### src/rtl/knight_ctrl.sv
`default_nettype none
// ============================================================================
// knight_ctrl : knight-scanner LED sequencer (prescaler, direction FSM, modes)
// Revision    : 1.0
// ============================================================================
module knight_ctrl #(
    parameter int WIDTH = 8,
    parameter int DIV   = 4
) (
    input  logic             ck,
    input  logic             res,
    input  logic             start,
    input  logic             stop,
    input  logic             hold,
    input  logic [1:0]       mode,
    input  logic [1:0]       speed,
    output logic [WIDTH-1:0] out,
    output logic             busy,
    output logic             step
);

    localparam int PW = $clog2(WIDTH);
    localparam int CW = $clog2((DIV << 3) + 1);

    typedef enum logic [1:0] {
        IDLE  = 2'd0,
        LEFT  = 2'd1,
        RIGHT = 2'd2
    } state_t;

    state_t           state_q, state_d;
    logic [PW-1:0]    pos_q, pos_d;
    logic             ph_q, ph_d;
    logic [CW-1:0]    cnt_q, cnt_d;
    logic [1:0]       mode_q, mode_d;
    logic [1:0]       speed_q, speed_d;
    logic [WIDTH-1:0] out_q, out_d;
    logic             busy_q, busy_d;
    logic             step_q, step_d;

    logic [CW-1:0]    period_w;
    logic             tick_w;

    assign period_w = CW'(DIV) << speed_q;
    assign tick_w   = (cnt_q == (period_w - CW'(1)));

    always_comb begin
        state_d = state_q;
        pos_d   = pos_q;
        ph_d    = ph_q;
        cnt_d   = cnt_q;
        mode_d  = mode_q;
        speed_d = speed_q;
        out_d   = out_q;
        step_d  = 1'b0;

        if (state_q == IDLE) begin
            if (start && !stop) begin
                state_d = LEFT;
                pos_d   = '0;
                cnt_d   = '0;
                ph_d    = 1'b1;
                mode_d  = mode;
                speed_d = speed;
                out_d   = (mode == 2'd2) ? {WIDTH{1'b1}} : WIDTH'(1);
            end
        end else if (stop) begin
            state_d = IDLE;
            out_d   = '0;
            cnt_d   = '0;
        end else if (!hold) begin
            if (tick_w) begin
                cnt_d  = '0;
                step_d = 1'b1;
                case (mode_q)
                    2'd1: begin
                        state_d = LEFT;
                        pos_d   = (pos_q == PW'(WIDTH - 1)) ? '0 : pos_q + PW'(1);
                        out_d   = WIDTH'(1) << pos_d;
                    end
                    2'd2: begin
                        ph_d  = ~ph_q;
                        out_d = {WIDTH{ph_d}};
                    end
                    default: begin
                        // Bounce: end LEDs are shown once, then direction flips.
                        if (state_q == LEFT) begin
                            if (pos_q == PW'(WIDTH - 1)) begin
                                state_d = RIGHT;
                                pos_d   = PW'(WIDTH - 2);
                            end else begin
                                pos_d = pos_q + PW'(1);
                            end
                        end else begin
                            if (pos_q == '0) begin
                                state_d = LEFT;
                                pos_d   = PW'(1);
                            end else begin
                                pos_d = pos_q - PW'(1);
                            end
                        end
                        out_d = WIDTH'(1) << pos_d;
                    end
                endcase
            end else begin
                cnt_d = cnt_q + CW'(1);
            end
        end

        busy_d = (state_d != IDLE);
    end

    always_ff @(posedge ck or negedge res) begin
        if (!res) begin
            state_q <= IDLE;
            pos_q   <= '0;
            ph_q    <= 1'b0;
            cnt_q   <= '0;
            mode_q  <= 2'd0;
            speed_q <= 2'd0;
            out_q   <= '0;
            busy_q  <= 1'b0;
            step_q  <= 1'b0;
        end else begin
            state_q <= state_d;
            pos_q   <= pos_d;
            ph_q    <= ph_d;
            cnt_q   <= cnt_d;
            mode_q  <= mode_d;
            speed_q <= speed_d;
            out_q   <= out_d;
            busy_q  <= busy_d;
            step_q  <= step_d;
        end
    end

    assign out  = out_q;
    assign busy = busy_q;
    assign step = step_q;

endmodule
`default_nettype wire

### config.mk
export PLATFORM = sky130hd
export DESIGN_NAME = knight_ctrl
export DESIGN_NICKNAME = d
export VERILOG_FILES = /design/src/rtl/knight_ctrl.sv
export SDC_FILE = /design/constraint.sdc
export NUM_CORES = 1
export LEC_CHECK = 0
export BUFFER_PORTS_ARGS = -buffer_cell sky130_fd_sc_hd__buf_2
export CORE_ASPECT_RATIO = 1.5
export CORE_MARGIN = 5
export CORE_UTILIZATION = 40
export DETAILED_ROUTE_END_ITERATION = 16
export GPL_TIMING_DRIVEN = 1
export PLACE_DENSITY = 0.68
export RECOVER_POWER = 100
export SLEW_MARGIN = 20
export SYNTH_ARGS = -nofsm -noshare
export SYNTH_HDL_FRONTEND = slang
export SYNTH_SLANG_ARGS = --single-unit
### constraint.sdc
create_clock -name ck -period 2.3 [get_ports ck]
set_input_delay 0.46 -clock ck [delete_from_list [all_inputs] [get_ports ck]]
set_output_delay 0.46 -clock ck [all_outputs]
set_load 0.05 [all_outputs]
==> flow_summary.ini <==
[power_and_ir_drop]
internal_power_uw = 852
leakage_uw = 0.000884
ir_drop_v = 0.000322
p_seq_frac = 0.420
p_switching_uw = 437
sw_frac_of_total = 0.339
p_per_area_mw_per_mm2 = 668
pwr-share-comb = 0.284
p_clk_frac = 0.296

[cts]
ctsResizeCount = 0
cts.clk_slew.worst_paths_ns = 0.10
worstSkewPairLatency_ns = 0.27
htreeDepth = 1
numClockSinks = 26
cts_root_buffer = clkbuf_8
cts_tree = done
postCtsSetupRepairBufs = 0
cts_made_buffers = 3
max-clock-path-buffers = 2
hold_buffers = 0

[worst_setup_path]
required_ns = 2.51
cp-start-kind = flip-flop
crit_type = flip-flop to flip-flop
critPathMaxFanout = 8
worst_setup_path_end_kind = flip-flop
arrival_ns = 2.27

[layout]
layout_commonest_cell = dfrtp_1
drive_gt1_frac = 0.161
stdcell_area_sq_mm = 0.00193
finalNetCount = 224
diodes = 0
final_cell_mix = dfrtp_1 (26), nand2_1 (17), nor2_1 (13), o21ai_0 (13), clkbuf_1 (13)
fin_util = 0.459
multi_input_comb_area_sq_um = 977
fillers = 438
regArea_sq_um = 651
area_growth_pct = 12.1

[detailed_routing]
wl_per_cell_um = 15.9
vias = 1450
via_per_inst = 5.78
drt-total-wl_um = 3990
firstDrtPassIters = 4
drt-initial-drc-count = 59
final_antenna_net_count = 0
drc = 0

[run_status]
status = finished, final reports clean

[global_route]
antenna_found_initial = 0
grt_max_degree = 27
grt_pass1_wl_um = 6630
grtUsageTotal = 0.142
first_global_vias = 1407
gr-total-overflow = 0

[timing]
rsz0062_at_grt = false
relSlewSlack = 0.0490
setup_viol = 0
fin_crit_ns = 2.06
fin_ws_ns = 0.243
timing.fmax_mhz = 486
fin_tns_setup_ns = 0
period_share = 0.894
worst-slew-pin-transition_ns = 1.43
final_hold_viol_count = 0
fin_skew_ns = 0.00727
drv_slew = 0

[floorplanning]
fp.coreArea_sq_mm = 0.00421
die_y_um = 90.4
fp-row-count = 29
io_pins = 19
start_util = 0.409
die_area_sq_mm = 0.00574
dieWidth_um = 63.6

[placed_design]
gp_congestion = 0.841
dpl.hpwl_um = 3140
placed_area_sq_mm = 0.00190
port-buffer-count = 18
preCtsSetupSlack_ns = 0.156

[yosys]
yosys.area_share.simple = 0.225
ys_async_sr_fraction = 1.00
synthAdderAreaFrac = 0.0654
synth_top_family_by_area = simple AND/OR/NAND/NOR gates
synth_area_sq_mm = 0.00172
synth_ff_type = dfrtp_1
synth_cell_types = 50
ys.warnings.count = 0
syn-instance-count = 179
synth-seq-area-share = 0.378
synth-compound-area-share = 0.225
yosys.area_share.xor_xnor = 0
synth-seq-cells = 26
yosys-mux-area-fraction = 0.0647
avgSynthCellArea_sq_um = 9.62
synth_nets = 197
synth_edf_count = 0

[run]
cap_violations = 0

[min_path]
min_path_type = input port to flip-flop
## worst max-delay path, cell delays in order (launching register included)
cell and delay (ns):
dfrtp_1 0.47, nor4bb_2 0.22, o31ai_1 0.59, nand2_1 0.15, a311oi_1 0.39, a211o_1 0.18
## final cells by class
class                   count  share of cell area
well taps                  46              0.0298
flip-flops and latches     26               0.337
clock buffers               3              0.0214
clock inverters             1              0.0156
inverters                  10              0.0194
repair buffers             27              0.0706
multi-input cells         138               0.506
## sequential cells by signal, summed over array words and instances, names as in the netlist
| register | cells |
|---|---|
| speed_q | 2 |
| state_q | 2 |
| out | 8 |
| cnt_q | 6 |
| mode_q | 2 |
| step | 1 |
| pos_q | 3 |
| ph_q | 1 |
| busy | 1 |
## per-layer routing
metal	part of all wire	vias to the layer above	GRT usage	wire, um
li1	-	714	-	-
met1	0.41	706	0.160	1630
met2	0.55	22	0.249	2180
met3	0.020	8	0.0249	78
met4	0.026	0	0.0676	102
met5	0	-	0	0
## cells in the mapped netlist (all sizes together), types with 2 or more instances
| cell type | number | share of area |
|---|---|---|
| a211oi | 3 | 0.020 |
| a221o | 2 | 0.012 |
| clkbuf | 2 | 0.0044 |
| mux2 | 9 | 0.059 |
| nor2b | 5 | 0.018 |
| and2 | 3 | 0.011 |
| nand2 | 17 | 0.037 |
| a22o | 4 | 0.020 |
| ha | 9 | 0.065 |
| dfrtp | 26 | 0.38 |
| a21oi | 4 | 0.012 |
| o21ai | 14 | 0.043 |
| inv | 10 | 0.022 |
| nand2b | 4 | 0.015 |
| nor3b | 3 | 0.020 |
| nand3 | 7 | 0.020 |
| nor2 | 13 | 0.030 |
| nor3 | 3 | 0.0087 |
| and3 | 3 | 0.011 |
| o31ai | 12 | 0.055 |
| buf | 3 | 0.016 |
## cells by family after synthesis
group                      Yosys count
muxes                               10
DFF                                 26
AOI/OAI and AO/OA                   52
and+or+nand+nor                     67
adders and majority gates            9
buffers and inverters               15
## power groups by stage
stage          logic [uW]  registers [uW]  clock network, uW
2_1_floorplan         180             649                  0
3_3_place_gp          379             549                  0
3_5_place_dp          381             550                  0
4_1_cts               384             541                391
5_1_grt               397             547                407
6_report              366             541                381
## worst paths after layout
kind	slack, ns	startpoint	depth (start not counted)	to
hold reg to reg	0.51	out[1]	1	out[1]
max in group asynchronous	0.96	res	1	cnt_q[3]
setup reg to reg	0.24	cnt_q[3]	5	busy
setup / recovery	0.24	cnt_q[3]	5	busy
min in group asynchronous	0.50	res	1	out[3]
hold / removal	0.38	speed[0]	3	speed_q[0]
## through the flow
step           total power [uW]  hold WS [ns]  instances
2_1_floorplan               829         0.164        179
3_3_place_gp                929         0.488        247
3_5_place_dp                932         0.490        247
4_1_cts                    1320         0.208        251
5_1_grt                    1350         0.407        251
6_report                   1290         0.376        251
Power figures use the tool's default switching activity.
